`src/rtl/riscv_ctrl_pkg.sv`:
```
// Shared constants for the multi-cycle RISC-V controller.
// Contents: FSM state encoding, major opcodes, ALUOp codes, branch func codes,
// and a helper that identifies opcodes the controller can sequence.
package riscv_ctrl_pkg;

  localparam int unsigned STATE_W  = 3;
  localparam int unsigned OPCODE_W = 7;
  localparam int unsigned FUNC_W   = 3;
  localparam int unsigned ALUOP_W  = 2;

  // FSM state encoding
  localparam logic [STATE_W-1:0] S_IDLE      = 3'd0;
  localparam logic [STATE_W-1:0] S_FETCH     = 3'd1;
  localparam logic [STATE_W-1:0] S_DECODE    = 3'd2;
  localparam logic [STATE_W-1:0] S_EXECUTE   = 3'd3;
  localparam logic [STATE_W-1:0] S_MEM       = 3'd4;
  localparam logic [STATE_W-1:0] S_WRITEBACK = 3'd5;

  // Major opcodes (IR[6:0])
  localparam logic [OPCODE_W-1:0] OP_R      = 7'b0110011;
  localparam logic [OPCODE_W-1:0] OP_IALU   = 7'b0010011;
  localparam logic [OPCODE_W-1:0] OP_LOAD   = 7'b0000011;
  localparam logic [OPCODE_W-1:0] OP_STORE  = 7'b0100011;
  localparam logic [OPCODE_W-1:0] OP_BRANCH = 7'b1100011;

  // ALUOp encodings seen by the ALU control
  localparam logic [ALUOP_W-1:0] ALU_ADD    = 2'b00;
  localparam logic [ALUOP_W-1:0] ALU_BRANCH = 2'b01;
  localparam logic [ALUOP_W-1:0] ALU_FUNCT  = 2'b10;

  // Branch func (IR[14:12]) encodings
  localparam logic [FUNC_W-1:0] F_BEQ = 3'b000;
  localparam logic [FUNC_W-1:0] F_BLE = 3'b100;
  localparam logic [FUNC_W-1:0] F_BGE = 3'b101;

  // True for opcodes the controller knows how to sequence
  function automatic logic is_legal_op(input logic [OPCODE_W-1:0] op);
    return (op == OP_R) || (op == OP_IALU) || (op == OP_LOAD) ||
           (op == OP_STORE) || (op == OP_BRANCH);
  endfunction

endpackage

```
`src/rtl/branch_resolve.sv`:
```
// Branch condition evaluation from the ALU compare flags.
// Ports:
//   func     - IR[14:12] of the branch
//   alu_zero - rs1 - rs2 == 0
//   alu_lt   - signed rs1 < rs2
//   taken    - combinational branch-taken decision
module branch_resolve
  import riscv_ctrl_pkg::*;
(
  input  logic [FUNC_W-1:0] func,
  input  logic              alu_zero,
  input  logic              alu_lt,
  output logic              taken
);

  // beq / ble / bge; any other func falls through as not taken
  always_comb begin
    taken = 1'b0;
    case (func)
      F_BEQ:   taken = alu_zero;
      F_BLE:   taken = alu_lt | alu_zero;
      F_BGE:   taken = ~alu_lt;
      default: taken = 1'b0;
    endcase
  end

endmodule

```
`src/rtl/multicycle_ctrl.sv`:
```
// Multi-cycle RISC-V control FSM: fetch, decode, execute, memory, writeback.
// Drives datapath control points, PC/IR write strobes, resolves branches and
// counts retired instructions.
// Ports:
//   clk, rst_n            - clock, async active-low reset
//   opcode, func          - IR fields, valid from DECODE onward
//   alu_zero, alu_lt      - ALU compare flags, valid in EXECUTE
//   mem_ready             - memory completes the current access
//   mem_req/mem_we/i_or_d - shared memory port request, write, address select
//   ir_write, pc_write    - IR load and PC+4 strobes (fetch completion)
//   pc_branch             - PC <= branch target
//   alu_src, alu_op       - ALU operand select and operation class
//   reg_write, mem_to_reg - register file write and writeback source
//   retire, illegal       - per-instruction completion / unsupported opcode
//   instret               - retired-instruction counter (wraps)
module multicycle_ctrl
  import riscv_ctrl_pkg::*;
#(
  parameter int unsigned CNT_W = 32
) (
  input  logic                clk,
  input  logic                rst_n,
  input  logic [OPCODE_W-1:0] opcode,
  input  logic [FUNC_W-1:0]   func,
  input  logic                alu_zero,
  input  logic                alu_lt,
  input  logic                mem_ready,
  output logic                mem_req,
  output logic                mem_we,
  output logic                i_or_d,
  output logic                ir_write,
  output logic                pc_write,
  output logic                pc_branch,
  output logic                alu_src,
  output logic [ALUOP_W-1:0]  alu_op,
  output logic                reg_write,
  output logic                mem_to_reg,
  output logic                retire,
  output logic                illegal,
  output logic [CNT_W-1:0]    instret
);

  logic [STATE_W-1:0] state;
  logic [STATE_W-1:0] state_nxt;
  logic               taken;
  logic               is_r;
  logic               is_ialu;
  logic               is_load;
  logic               is_store;
  logic               is_branch;

  assign is_r      = (opcode == OP_R);
  assign is_ialu   = (opcode == OP_IALU);
  assign is_load   = (opcode == OP_LOAD);
  assign is_store  = (opcode == OP_STORE);
  assign is_branch = (opcode == OP_BRANCH);

  branch_resolve u_branch_resolve (
    .func     (func),
    .alu_zero (alu_zero),
    .alu_lt   (alu_lt),
    .taken    (taken)
  );

  // State register
  always_ff @(posedge clk or negedge rst_n) begin
    if (!rst_n) begin
      state <= S_IDLE;
    end else begin
      state <= state_nxt;
    end
  end

  // Retired-instruction counter; natural wrap at 2^CNT_W
  always_ff @(posedge clk or negedge rst_n) begin
    if (!rst_n) begin
      instret <= '0;
    end else if (retire) begin
      instret <= instret + CNT_W'(1);
    end
  end

  // Next-state and control decode; everything defaults low each state
  always_comb begin
    state_nxt  = state;
    mem_req    = 1'b0;
    mem_we     = 1'b0;
    i_or_d     = 1'b0;
    ir_write   = 1'b0;
    pc_write   = 1'b0;
    pc_branch  = 1'b0;
    alu_src    = 1'b0;
    alu_op     = ALU_ADD;
    reg_write  = 1'b0;
    mem_to_reg = 1'b0;
    retire     = 1'b0;
    illegal    = 1'b0;

    case (state)
      S_IDLE: begin
        state_nxt = S_FETCH;
      end

      // Instruction fetch from PC; IR and PC+4 commit on the transfer cycle
      S_FETCH: begin
        mem_req = 1'b1;
        if (mem_ready) begin
          ir_write  = 1'b1;
          pc_write  = 1'b1;
          state_nxt = S_DECODE;
        end
      end

      S_DECODE: begin
        if (is_legal_op(opcode)) begin
          state_nxt = S_EXECUTE;
        end else begin
          illegal   = 1'b1;
          state_nxt = S_FETCH;
        end
      end

      // Branches complete here; everything else moves on
      S_EXECUTE: begin
        if (is_branch) begin
          alu_op    = ALU_BRANCH;
          pc_branch = taken;
          retire    = 1'b1;
          state_nxt = S_FETCH;
        end else if (is_load || is_store) begin
          alu_src   = 1'b1;
          alu_op    = ALU_ADD;
          state_nxt = S_MEM;
        end else if (is_r) begin
          alu_op    = ALU_FUNCT;
          state_nxt = S_WRITEBACK;
        end else if (is_ialu) begin
          alu_src   = 1'b1;
          alu_op    = ALU_FUNCT;
          state_nxt = S_WRITEBACK;
        end else begin
          // IR changed under us; abandon and refetch
          state_nxt = S_FETCH;
        end
      end

      // Data access at the ALU-computed address; address generation held
      S_MEM: begin
        mem_req = 1'b1;
        i_or_d  = 1'b1;
        mem_we  = is_store;
        alu_src = 1'b1;
        alu_op  = ALU_ADD;
        if (mem_ready) begin
          if (is_store) begin
            retire    = 1'b1;
            state_nxt = S_FETCH;
          end else begin
            state_nxt = S_WRITEBACK;
          end
        end
      end

      S_WRITEBACK: begin
        reg_write  = 1'b1;
        mem_to_reg = is_load;
        retire     = 1'b1;
        state_nxt  = S_FETCH;
      end

      default: begin
        state_nxt = S_IDLE;
      end
    endcase
  end

endmodule

```
`config.mk`:
```
export PLATFORM = sky130hd
export DESIGN_NAME = multicycle_ctrl
export DESIGN_NICKNAME = d
export VERILOG_FILES = /design/src/rtl/riscv_ctrl_pkg.sv /design/src/rtl/branch_resolve.sv /design/src/rtl/multicycle_ctrl.sv
export SDC_FILE = /design/constraint.sdc
export NUM_CORES = 1
export LEC_CHECK = 0
export BUFFER_PORTS_ARGS = -buffer_cell sky130_fd_sc_hd__buf_2
export CAP_MARGIN = 20
export CELL_PAD_IN_SITES_DETAIL_PLACEMENT = 2
export CELL_PAD_IN_SITES_GLOBAL_PLACEMENT = 2
export CORE_MARGIN = 5
export CORE_UTILIZATION = 34
export DETAILED_ROUTE_END_ITERATION = 12
export GPL_ROUTABILITY_DRIVEN = 0
export HOLD_SLACK_MARGIN = 0.02
export PLACE_DENSITY_LB_ADDON = 0.05
export SYNTH_ARGS = -nofsm -noshare
export SYNTH_HDL_FRONTEND = slang
export SYNTH_SLANG_ARGS = --single-unit
```
`constraint.sdc`:
```
create_clock -name clk -period 2.81 [get_ports clk]
set_input_delay 0.281 -clock clk [delete_from_list [all_inputs] [get_ports clk]]
set_output_delay 0.281 -clock clk [all_outputs]
set_load 0.05 [all_outputs]
```
Word level (Yosys, flattened, before mapping)
Index checks and enable logic that the tools add are counted.
{ "word_totals": {"regBits": 35, "wordCells": 64} }
{ "op_classes": {"add_sub_neg": 1, "n_bitwise": 2, "n_reduce_logical": 10, "n_mux": 35, "n_eq_ne": 14} }
{ "ops": {"columns": ["op", "count"], "rows": [
  ["$add A32 B1 Y32 const B", 1],
  ["$mux W3", 7],
  ["$mux W1", 18],
  ["$pmux W3 S5", 1],
  ["$eq A7 B6 Y1 const B", 2],
  ["$eq A3 B3 Y1 const B", 4],
  ["$mux W2", 6],
  ["$eq A7 B2 Y1 const B", 1],
  ["$eq A7 B5 Y1 const B", 1],
  ["$eq A7 B7 Y1 const B", 1],
  ["$eq A3 B2 Y1 const B", 2],
  ["$logic_not A3 Y1", 2],
  ["$pmux W1 S3", 2],
  ["$logic_or A1 B1 Y1", 5],
  ["$ne A2 B2 Y1 const B", 2],
  ["$reduce_or A2 Y1", 2],
  ["$eq A3 B1 Y1 const B", 1],
  ["$pmux W1 S2", 1],
  ["$reduce_and A2 Y1", 1],
  ["$not A1 Y1", 1],
  ["$or A1 B1 Y1", 1]
]} }

Logic depth before layout (Yosys ltp)
Gate-level depths: netlist (run 1).
{ "logic_depth": {"depth_word": 7, "ltp_mapped": 7} }

Cells and area by module
From an unflattened synthesis (run 1), not the netlist that was laid out.
{ "unflattened": {"cells_unflattened": 182, "area_unflattened_um2": 1849.3} }
{ "modules_own_cells": {"columns": ["mod", "n_inst", "cells_per_inst", "area_each_um2", "seq_area_each_um2"], "rows": [
  ["multicycle_ctrl", 1, 178, 1823.0, 875.8],
  ["branch_resolve", 1, 4, 26.3, 0.0]
]} }

Least setup slack after synthesis (run 1)
Ideal clock, no wire load.
{ "synth_path": {"path_kind": "register to output", "start": "register state[1]", "end": "output port mem_to_reg", "path_buffers": 0, "t_arrival_ps": 2235, "setup_slack_ps": 294, "required_time_ps": 2529, "stages_incl_launch_ff": 4, "cell_sequence": "dfrtp_1 > inv_1 > nand2_1 > nor4_1"} }
{ "synth_between": {"elab_chain_cells": 2} }
{ "synth_rtl": {"columns": ["element", "line", "source"], "rows": [
  ["from (decl)", "multicycle_ctrl.sv:43", "logic [STATE_W-1:0] state;"],
  ["from (signal assigned)", "multicycle_ctrl.sv:70", "state <= state_nxt;"],
  ["$eq A3 B3 Y1", "multicycle_ctrl.sv:99", "case (state)"],
  ["$mux W1", "multicycle_ctrl.sv:99", null],
  ["to (decl)", "multicycle_ctrl.sv:37", "output logic mem_to_reg,"]
]} }
No other way between the ends.

Final worst setup path (run 1)
{ "layout_path": {"start": "register state[0]", "end": "output port retire"} }
{ "layout_between": {"elab_chain_cells": 2, "elab_cells_between_ends": 4, "cone_classes": "eq/ne (3); mux (1)"} }
{ "layout_rtl": {"columns": ["element", "line", "source"], "rows": [
  ["$eq A3 B3 Y1 / $eq A3 B2 Y1 (equally long branches)", "multicycle_ctrl.sv:99", null],
  ["$pmux W1 S3 (*)", "multicycle_ctrl.sv:99", null],
  ["to (decl)", "multicycle_ctrl.sv:38", "output logic retire,"]
]} }
Every way passes the cells marked *; elsewhere a longest branch is shown, timed or not.

==> metrics.md, run 1 <==
| Metric | Value |
|---|---|
| Syn Area/Cell | 11.2 sq um |
| Tcrit/Tclk final | 0.810 |
| Commonest cells after routing, fill and taps aside | buf_2, dfrtp_1, xnor2_1 |
| Seq/Total Area, Yosys | 0.458 |
| Outcome | completed |
| Drt drc | 0 |
| Final wirelength | 5330 um |
| Fill count | 602 |
| Post-cts hold buffer count | 0 |
| Most Crowded Layer GR | met2 |
| Worst Max-Slew Pin Slew | about 0.82 ns |
| Vias per std cell | roughly 5.2 |
| Final Max Slew Viols | 0 |
| Placed Instance Area | 0.00224 sq mm |
| Main flop type after synthesis | dfrtp_1 |
| Final Util | 0.429 |
| Leakage | 1.21 nW |
| Cells after Synth | 170 |
| GRT Overall Usage | 0.155 |
| Largest family of logic cells by synthesized area | simple AND/OR/NAND/NOR gates |
| Post-synthesis mux area share | 0.00589 |
| Largest net degree at the start of global routing | 36 |
| Post-layout instance count excluding filler cells | 303 |
| Diode count | 0 |
| Final Skew | 0.00780 ns |
| Worst EP required | 2.53 ns |
| Most common cell after layout, fill and taps aside | buf_2 |
| CP Class | register to output pin |
| Clock-pin slew on the worst setup and hold paths | 0.08 ns |
| CP arrival | 1.99 ns |
| Number of max-cap violations | 0 |
| Initial antenna violation count | 0 |
| Initial Utilization | 0.349 |
| Maximum vdd ir drop | 261 uV |
| Total Neg Setup Slack | 0 ns |
| Post-synth EDFFs | 0 |
| Fmax | roughly 440 MHz |
| Worst Reg-to-Reg Cells | 6 |
| Skew-Pair Late Insertion Delay | 0.29 ns |
| Ys async rst share | 1.00 |
| Postcts setup bufs | 0 |
| Critical Path End Type | output pin |
| Worst slew margin relative to its limit | 0.453 |
| GRT met3 Usage | 0.0417 |
| Final WS setup | approximately 0.53 ns |
| Crit-path max FO | 14 |
| Worst Hold Class | input port to asynchronous set/reset pin |
| Tmin final | about 2.3 ns |
| Post-synthesis xor/xnor area fraction | 0.147 |
| Post-route cell area | between 0.002 and 0.0025 sq mm |
| Fin. Hold Viols | 0 |
| Yosys Warn Count | 0 |
| TritonCTS Buffers | 5 |
| Met1 usage | 0.182 |
| Core area | 0.00547 sq mm |
| Adder-cell share of the synthesized area | 0.00655 |
| Clock sink count | 35 |
| Pre-CTS setup slack | between 0.7 and 0.8 ns |
| Fraction of layout instances using a drive strength above 1 | 0.372 |
| Root Driver | clkbuf_8 |
| Global-route wire length before repair | 9050 um |
| Cell count after placement | 295 |
| Final setup fails | 0 |
| Area of the multi-input gates | around 960 sq um |
| Post-cts sizing count | 0 |
| Seq cells post-synth | 35 |
| DRT antenna net count | 0 |
| DPL Wire Length | 4050 um |
| Vias in the first global route | 1767 |
| Crit path from | state[0] |
| Area delta synth->final | 23.0% |
| Die H | about 85 um |
| Met2 Usage GRT | 0.279 |
| Seq. cell area | around 880 sq um |
| Reg-to-reg critical path endpoint | instret[22] |
| Worst Setup EP | retire |
| H-tree depth | 2 |
| Routed len/inst | 17.6 um |
| IO buf count | between 50 and 60 |
| Reg-to-reg slack, setup | 0.73 ns |
| Rows | 27 |
| Compound-Gate Fraction of Synth Area | 0.0544 |
| Clock Tree Buf Depth | 2 |
| Routed vias | 1563 |
| Simple-Gate Fraction of Synth Area | 0.291 |
| Nets@finish | 246 |
| Unrepaired setup endpoints after global routing | false |
| # IOs | 60 |
| Die ar. | just over 0.007 sq mm |
| Chip width | 85.0 um |
| Initial DRT Pass Iterations | 5 |
| CTS tree | done |
| Reg2reg start | state[0] |
| Gr ovfl total | 0 |
| Initial drt markers | 18 |
| Synthesized Nets | 186 |
| Count of different cell masters after synthesis | 38 |
| Post-Syn Area | 0.00191 sq mm |
| Pwr/cell area | 482 mW/mm^2 |
| Startpoint types | register |
stage by stage:
step                hold WS, ns  power (mW)
floorplan               -0.0146       0.634
CTS                       0.102        1.15
global placement          0.415       0.679
detailed placement        0.433       0.684
global route              0.150        1.18
finish                   0.0860        1.13
how the worst min path moves through the flow:
| stage | startpoint | slack, ns | depth (start not counted) | end |
|---|---|---|---|---|
| final | rst_n | 0.09 | 1 | state[1] |
| after global routing | rst_n | 0.15 | 1 | instret[7] |
| after CTS | rst_n | 0.10 | 1 | instret[26] |
| after detailed placement | rst_n | 0.43 | 1 | state[1] |
| after global placement | rst_n | 0.42 | 1 | state[1] |
| after floorplan | rst_n | -0.01 | 0 | instret[0] |
routing by layer:
metal  vias to the layer above  share of wire
li1                        729              -
met1                       792           0.42
met2                        36           0.53
met3                         6          0.047
met4                         0          0.011
met5                         -              0
logic make-up after synthesis:
family,count (synthesis)
adder cells (fa/ha/maj),1
AO/OA/AOI/OAI,15
flip-flops,35
XOR/XNOR,32
multiplexers,1
buffers and inverters,8
AND/OR/NAND/NOR,78
synth_stat cells, drive strengths merged, types with 2 or more instances:
master | count | area share
nor3 | 3 | 0.014
and4 | 6 | 0.029
dfrtp | 35 | 0.46
nand2b | 4 | 0.013
and2 | 5 | 0.016
nand2 | 9 | 0.018
nor4 | 4 | 0.021
buf | 6 | 0.033
a21oi | 4 | 0.010
a21o | 2 | 0.0079
nand4 | 14 | 0.062
nor2 | 6 | 0.012
o21ai | 4 | 0.010
nand3 | 13 | 0.042
xnor2 | 31 | 0.14
and4bb | 2 | 0.013
and3 | 9 | 0.029
sequential cells by signal, indices dropped and copies added (netlist names):
register / flops
instret: 32
state: 3
area by class of cell:
class / instances / area share
sequential: 35 / 0.373
timing repair buffer: 60 / 0.129
clock inverter: 3 / 0.0186
inverter: 1 / 0.00160
clock buffer: 5 / 0.0293
multi-input combinational: 127 / 0.411
tap: 72 / 0.0383
power by group:
group | switching, mW | internal [mW] | total (mW)
registers | 0.0194 | 0.514 | 0.534
clock network | 0.198 | 0.264 | 0.463
logic | 0.0997 | 0.0369 | 0.137
total | 0.317 | 0.816 | 1.13
critical path: stages (launching register included):
cell,delay [ns]
dfrtp_1,0.54
nand2_1,0.16
nor4_4,0.34
o21bai_4,0.31
buf_2,0.36
No activity file was read; power rests on OpenSTA's default activity.
==> inputs of run 2 (changes only) <==
--- a/config.mk
+++ b/config.mk
@@ -5,12 +5,13 @@
 export SDC_FILE = /design/constraint.sdc
 export NUM_CORES = 1
 export LEC_CHECK = 0
+export ABC_AREA = 1
 export BUFFER_PORTS_ARGS = -buffer_cell sky130_fd_sc_hd__buf_2
 export CAP_MARGIN = 20
 export CELL_PAD_IN_SITES_DETAIL_PLACEMENT = 2
 export CELL_PAD_IN_SITES_GLOBAL_PLACEMENT = 2
 export CORE_MARGIN = 5
-export CORE_UTILIZATION = 34
+export CORE_UTILIZATION = 25
 export DETAILED_ROUTE_END_ITERATION = 12
 export GPL_ROUTABILITY_DRIVEN = 0
 export HOLD_SLACK_MARGIN = 0.02
==> constraint.sdc (replaced) <==
create_clock -name clk -period 2.06 [get_ports clk]
set_input_delay 0.206 -clock clk [delete_from_list [all_inputs] [get_ports clk]]
set_output_delay 0.206 -clock clk [all_outputs]
set_load 0.05 [all_outputs]
==> run 2 against run 1 <==
Combinational power increased to 3.2 times the previous value. Setup slack got worse by 0.38 ns. Critical path depth increased by 4. Cell count increased by 100%. Flip-flop and latch count unchanged. First-iteration DRC count increased to 4.4 times the previous value. Largest cell class unchanged. Highest routed layer unchanged.
==> metrics.md, run 2 <==
| Metric | Value |
|---|---|
| Final wirelength | 9740 um (+83%) |
| Cells after Synth | 414 (+140%) |
| Nets@finish | 493 (+100%) |
| Worst Max-Slew Pin Slew | 0.880 ns (+0.0599 ns) |
| # IOs | 60 (unchanged) |
| Most common cell after layout, fill and taps aside | nand2_1 |
| CP Class | register to output pin |
| Postcts setup bufs | 0 (unchanged) |
| IO buf count | 59 (unchanged) |
| CP arrival | 1.70 ns (-0.29 ns) |
| Worst slew margin relative to its limit | 0.413 (-0.0400) |
| Vias per std cell | 4.61 (-11%) |
| Die ar. | 0.0124 sq mm (+71%) |
| Die H | 111 um (+31%) |
| Initial DRT Pass Iterations | 4 (-1) |
| Count of different cell masters after synthesis | 27 (-29%) |
| Total Neg Setup Slack | 0 ns (unchanged) |
| Global-route wire length before repair | 16600 um (+83%) |
| TritonCTS Buffers | 5 (unchanged) |
| Post-cts sizing count | 0 (unchanged) |
| Largest register FFs | 32 (unchanged) |
| Largest registers | instret x32, state x3 |
| Initial Utilization | 0.252 (-0.0967) |
| Skew-Pair Late Insertion Delay | 0.30 ns (about the same) |
| DPL Wire Length | 7760 um (+91%) |
| Fraction of layout instances using a drive strength above 1 | 0.186 (-0.186) |
| Fmax | 526 MHz |
| Startpoint types | register |
| Clock-pin slew on the worst setup and hold paths | 0.09 ns (about the same) |
| Seq cells post-synth | 35 (unchanged) |
| Top cells by area in the synthesized netlist | dfrtp_1, nand2_1, nand3_1 |
| Main flop type after synthesis | dfrtp_1 |
| CTS tree | done |
| Cell taking the most area after synthesis | dfrtp_1 |
| Worst Hold Class | input port to asynchronous set/reset pin |
| Final WS setup | 0.158 ns (-0.376 ns) |
| Tcrit/Tclk final | 0.923 |
| Maximum vdd ir drop | 445 uV (+71%) |
| Worst EP required | 1.85 ns (-0.68 ns) |
| Seq/Total Area, Yosys | 0.342 (-0.116) |
| Largest Register | instret |
| Seq. cell area | 876 sq um (unchanged) |
| Area delta synth->final | 23.1% |
| Area of the multi-input gates | 0.00148 sq mm (+53%) |
| Commonest cells after routing, fill and taps aside | nand2_1, buf_2, nor2_1 |
| Gr ovfl total | 0 (unchanged) |
| Clock sink count | 35 (unchanged) |
| Diode count | 0 (unchanged) |
| Core area | 0.0101 sq mm (+85%) |
| Post-synth EDFFs | 0 (unchanged) |
| Number of max-cap violations | 0 (unchanged) |
| Rows | 37 (+37%) |
| Root Driver | clkbuf_8 |
| Ys async rst share | 1.00 (unchanged) |
| Initial drt markers | 80 (+62) |
| Yosys Warn Count | 0 (unchanged) |
| Met2 Usage GRT | 0.293 (+0.0142) |
| H-tree depth | 2 (unchanged) |
| Final setup fails | 0 (unchanged) |
| Vias in the first global route | 3206 (+81%) |
| Fill count | 1281 (+110%) |
| DRT antenna net count | 0 (unchanged) |
| Leakage | 1.66 nW (+38%) |
| Unrepaired setup endpoints after global routing | false |
| Crit-path max FO | 5 (-9) |
| Initial antenna violation count | 0 (unchanged) |
| Power, Total | 1.90 mW (+68%) |
| Post-layout instance count excluding filler cells | 614 (+100%) |
| Syn Area/Cell | 6.18 sq um (-45%) |
| Synthesized Nets | 430 (+130%) |
| Drt drc | 0 (unchanged) |
| Most Crowded Layer GR | met2 |
| Pre-CTS setup slack | 0.282 ns (-0.439 ns) |
| Final Skew | 0.0116 ns (+0.00385 ns) |
| Cell count after placement | 606 (+110%) |
| Most frequent cells after synthesis | nand2_1, nor2_1, nand3_1 |
| Tmin final | between 1.5 and 2 ns |
| Clock Tree Buf Depth | 2 (unchanged) |
| GRT met3 Usage | 0.0300 (-0.0117) |
| Most numerous cell in the Yosys netlist | nand2_1 |
| Post-cts hold buffer count | 0 (unchanged) |
| Met1 usage | 0.211 (+0.0283) |
| Outcome | completed |
| Routed vias | 2833 (+81%) |
| GRT Overall Usage | 0.165 (+0.0101) |
| Routed len/inst | 15.9 um (-9.7%) |
| Hold WS | 0.0184 ns (-0.0676 ns) |
| Critical Path End Type | output pin |
| Post-Syn Area | 0.00256 sq mm (+34%) |
| Largest net degree at the start of global routing | 36 (unchanged) |
| Pwr/cell area | 603 mW/mm^2 (+25%) |
| Synth top area share | 0.342 (-0.116) |
| Fin. Hold Viols | 0 (unchanged) |
| Chip width | 111 um (+31%) |
| Final Max Slew Viols | 0 (unchanged) |
[run 2: changes by cell type in the layout (fill, tap and decap cells not counted), moves of 26 or more]
cell	delta
xnor2_1	-26
inv_1	+35
nor2_1	+50
nand2_1	+172
nand3_1	+43
[run 2: power breakdown]
part           switching, mW  internal (mW)  leakage [nW]
combinational          0.329          0.108          1.12
sequential            0.0615          0.717         0.485
clock                  0.291          0.393        0.0612
total                  0.681           1.22          1.66
[run 2: area by class of cell]
type                       instances  area share
sequential                        35       0.278
clock buffer                       6      0.0262
inverter                          39      0.0465
tap                              136      0.0540
timing repair buffer              66       0.114
clock inverter                     2      0.0111
multi-input combinational        330       0.470
[run 2: through the flow]
step           area (sq um)  utilization
3_3_place_gp           3030        0.299
4_1_cts                3150        0.311
2_1_floorplan          2570            -
6_report               3150        0.311
5_1_grt                3150        0.311
3_5_place_dp           3030        0.299
[run 2: cells by family (layout without fill, tap and decap cells)]
| group | Yosys count | count (layout) | synth area share |
|---|---|---|---|
| DFF | 35 | 35 | 0.342 |
| xor gates and xnor gates | 14 | 14 | 0.0479 |
| AOI/OAI and AO/OA | 9 | 9 | 0.0196 |
| buffers and inverters | 49 | 113 | 0.0836 |
| and+or+nand+nor | 306 | 306 | 0.502 |
| adders and majority gates | 1 | 1 | 0.00489 |
[run 2: path summary, 6_finish.rpt]
check                                 from           to  slack [ns]  cells after the start
worst max register to register  instret[0]  instret[28]        0.32                     10
worst min register to register  instret[3]   instret[3]        0.62                      2
max in group asynchronous            rst_n     state[1]        1.48                      1
worst max-delay path              state[2]       retire        0.16                      8
min in group clk                 mem_ready     state[2]        0.25                      4
worst min-delay path                 rst_n   instret[5]        0.02                      1
[run 2: critical path: stages (launching register included)]
cell and delay (ns):
dfrtp_1 0.44, inv_2 0.14, nand2_2 0.09, nor2_4 0.12
nand3_2 0.12, nand2_1 0.09, inv_2 0.06, nand2_4 0.06
buf_2 0.27
[run 2: routing by layer]
metal	up-vias	share of wire
met5	-	0
met4	0	0.0084
met3	7	0.028
met2	33	0.50
met1	1392	0.46
li1	1401	-
==> inputs of run 3 (changes only) <==
--- a/config.mk
+++ b/config.mk
@@ -11,11 +11,12 @@
 export CELL_PAD_IN_SITES_DETAIL_PLACEMENT = 2
 export CELL_PAD_IN_SITES_GLOBAL_PLACEMENT = 2
 export CORE_MARGIN = 5
-export CORE_UTILIZATION = 25
+export CORE_UTILIZATION = 28
 export DETAILED_ROUTE_END_ITERATION = 12
 export GPL_ROUTABILITY_DRIVEN = 0
 export HOLD_SLACK_MARGIN = 0.02
 export PLACE_DENSITY_LB_ADDON = 0.05
+export RECOVER_POWER = 25
 export SYNTH_ARGS = -nofsm -noshare
 export SYNTH_HDL_FRONTEND = slang
 export SYNTH_SLANG_ARGS = --single-unit
==> constraint.sdc (replaced) <==
create_clock -name clk -period 2 [get_ports clk]
set_input_delay 0.2 -clock clk [delete_from_list [all_inputs] [get_ports clk]]
set_output_delay 0.2 -clock clk [all_outputs]
set_load 0.05 [all_outputs]
==> run 3 against run 2 <==
Count of clock-buffer cells in the layout unchanged. Hold slack improved by 0.23 ns. Critical path depth grew 2. Global-route usage up 2.2 points. Largest power group unchanged. Combinational power rose by 2%. Critical path type is now register to register. Critical endpoint is now instret[28]. Die area down 9.8%. Clock power is 19% lower. Via count grew 2.3%. Setup slack worse by 0.022 ns. Total power down 5.3%.
==> metrics.md, run 3 (same netlist as run 2, synthesis figures left out) <==
| Metric | Value |
|---|---|
| Largest Register | instret |
| Clock-pin slew on the worst setup and hold paths | 0.08 ns (about the same) |
| Leakage | 1.65 nW (-0.41%) |
| CP arrival | 2.05 ns (+0.35 ns) |
| Unrepaired setup endpoints after global routing | false |
| Core area | 0.00881 sq mm (-13%) |
| Metal-1 WL | 4480 um (about the same) |
| Nets@finish | 496 (+0.61%) |
| Fin. Hold Viols | 0 (unchanged) |
| Post-layout instance count excluding filler cells | 588 (-4.2%) |
| Worst slew margin relative to its limit | 0.355 (-0.0580) |
| Worst EP required | 2.19 ns (+0.34 ns) |
| Initial antenna violation count | 0 (unchanged) |
| Initial drt markers | 67 (-16%) |
| Critical path's top delay family | simple AND/OR/NAND/NOR gates |
| Die H | 106 um (-5.0%) |
| Hold WS | 0.244 ns (+0.226 ns) |
| Initial Utilization | 0.291 (+0.0382) |
| Slowest cell on the critical path | dfrtp_1 |
| Placed Instance Area | 0.00302 sq mm (-0.58%) |
| H-tree depth | 2 (unchanged) |
| GRT Overall Usage | 0.188 (+0.0222) |
| Most common cell after layout, fill and taps aside | nand2_1 |
| DPL Wire Length | 7860 um (+1.4%) |
| Pwr/cell area | 578 mW/mm^2 (-4.0%) |
| DRT antenna net count | 0 (unchanged) |
| Postcts setup bufs | 0 (unchanged) |
| Cell Chain, Critical Path | ha_1 > inv_1 > nor2_4 > nand2_1 > nor2_2 > nand2_1 > nand2_1 > nand2_1 > nand2_1 > nand2_1 |
| Maximum vdd ir drop | 580 uV (+30%) |
| # IOs | 60 (unchanged) |
| Gr ovfl total | 0 (unchanged) |
| Post-route cell area | 0.00311 sq mm (-1.3%) |
| Critical path buffer and inverter count | 1 (-2) |
| Tcrit/Tclk final | 0.932 |
| Crit-path max cell delay | 0.48 ns (+0.04 ns) |
| Fmax | around 540 MHz |
| Drt drc | 0 (unchanged) |
| CTS tree | done |
| Pre-CTS setup slack | 0.170 ns (-0.112 ns) |
| Routed len/inst | 16.9 um (+6.5%) |
| Vias in the first global route | 3270 (+2.0%) |
| Final setup fails | 0 (unchanged) |
| TritonCTS Buffers | 5 (unchanged) |
| Chip width | 106 um (-5.0%) |
| Crit-path max FO | 7 (+2) |
| Total Neg Setup Slack | 0 ns (unchanged) |
| Routed vias | 2897 (+2.3%) |
| Rows | 34 (-8.1%) |
| Outcome | completed |
| Die ar. | 0.0112 sq mm (-9.8%) |
| Largest register FFs | 32 (unchanged) |
| Number of max-cap violations | 0 (unchanged) |
| Initial DRT Pass Iterations | 4 (unchanged) |
| Startpoint of the worst hold path | mem_ready |
| Vias per std cell | 4.93 (+6.8%) |
| Reg2reg start | instret[0] |
| Met3 WL | 261 um (-4.7%) |
| WL met2 | 5100 um (+3.9%) |
| Clock sink count | 35 (unchanged) |
| Commonest cells after routing, fill and taps aside | nand2_1, buf_2, nor2_1 |
| Area delta synth->final | 21.6% |
| Root Driver | clkbuf_8 |
| Largest net degree at the start of global routing | 33 (-8.3%) |
| Skew-Pair Late Insertion Delay | 0.29 ns (about the same) |
| Cell count after placement | 580 (-4.3%) |
| IO buf count | 59 (unchanged) |
| Crit path from | instret[0] |
| Diode count | 0 (unchanged) |
| Critical Path End Type | register |
| Final Util | 0.353 (+0.0425) |
| Power, Total | 1.80 mW (-5.3%) |
| Final Skew | 0.0100 ns (-0.00163 ns) |
| Startpoint types | register |
| Worst Max-Slew Pin Slew | 0.967 ns (+0.0870 ns) |
| Clock Tree Buf Depth | 2 (unchanged) |
| Cell repeated most along the worst path | nand2_1 |
| Fill count | 1121 (-12%) |
| Worst Hold Class | input port to register |
| Final Max Slew Viols | 0 (unchanged) |
| CP Class | register to register |
| Largest registers | instret x32, state x3 |
| Fraction of layout instances using a drive strength above 1 | 0.190 (+0.00339) |
| Global-route wire length before repair | 16800 um (+1.5%) |
| Final wirelength | 9930 um (+2.0%) |
| Tmin final | approximately 1.9 ns |
| Final WS setup | 0.136 ns (-0.0216 ns) |
| DR top layer | met4 |
[run 3: cell types whose count changed in the layout (fill, tap and decap cells not counted)]
cell           before  now
clkbuf_1            0    1
nor2_1             56   55
nor2_2              2    3
dfrtp_1            35   34
clkbuf_2            0    2
dfrtp_2             0    1
buf_2              59   57
dlygate4sd3_1       0    1
bufinv_16           1    0
clkbuf_4            0    1
[run 3: where the power goes]
part / switching (mW) / total, mW / internal, mW
registers: 0.0660 / 0.805 / 0.739
clock network: 0.279 / 0.550 / 0.271
logic: 0.331 / 0.444 / 0.113
[run 3: final cells by class]
type | instances | area [sq um] | share of cell area
repair buffers | 69 | 382 | 0.123
well taps | 108 | 135 | 0.0434
clock inverters | 1 | 5.00 | 0.00161
clock buffers | 6 | 82.6 | 0.0265
multi-input cells | 330 | 1480 | 0.477
flip-flops and latches | 35 | 877 | 0.282
inverters | 39 | 146 | 0.0471
[run 3: metal layers]
metal,up-vias,track usage
li1,1414,-
met1,1439,0.237
met2,36,0.343
met3,8,0.0257
met4,0,0.0333
met5,-,0
[run 3: repair_timing]
| item | in CTS | in global routing |
|---|---|---|
| hold buffers | 1 | 0 |
| endpoints found under the setup margin | 0 | 2 |
| resized for setup | 0 | 2 |
| endpoints found under the hold margin | 11 | 0 |
[run 3: worst paths after layout]
path                                to  slack (ns)  cells past startpoint
setup / recovery           instret[28]        0.14                     10
hold / removal                state[2]        0.24                      4
setup reg to reg           instret[28]        0.14                     10
hold reg to reg            instret[31]        0.58                      2
max in group asynchronous     state[2]        0.51                      3
min in group asynchronous   instret[4]        0.57                      2
[run 3: worst register-to-register path, cell delays in order, from the launching register on]
cell and delay [ns]:
dfrtp_1 0.48, ha_1 0.27, inv_1 0.11, nor2_4 0.18, nand2_1 0.17, nor2_2 0.24
nand2_1 0.09, nand2_1 0.08, nand2_1 0.05, nand2_1 0.05, nand2_1 0.05
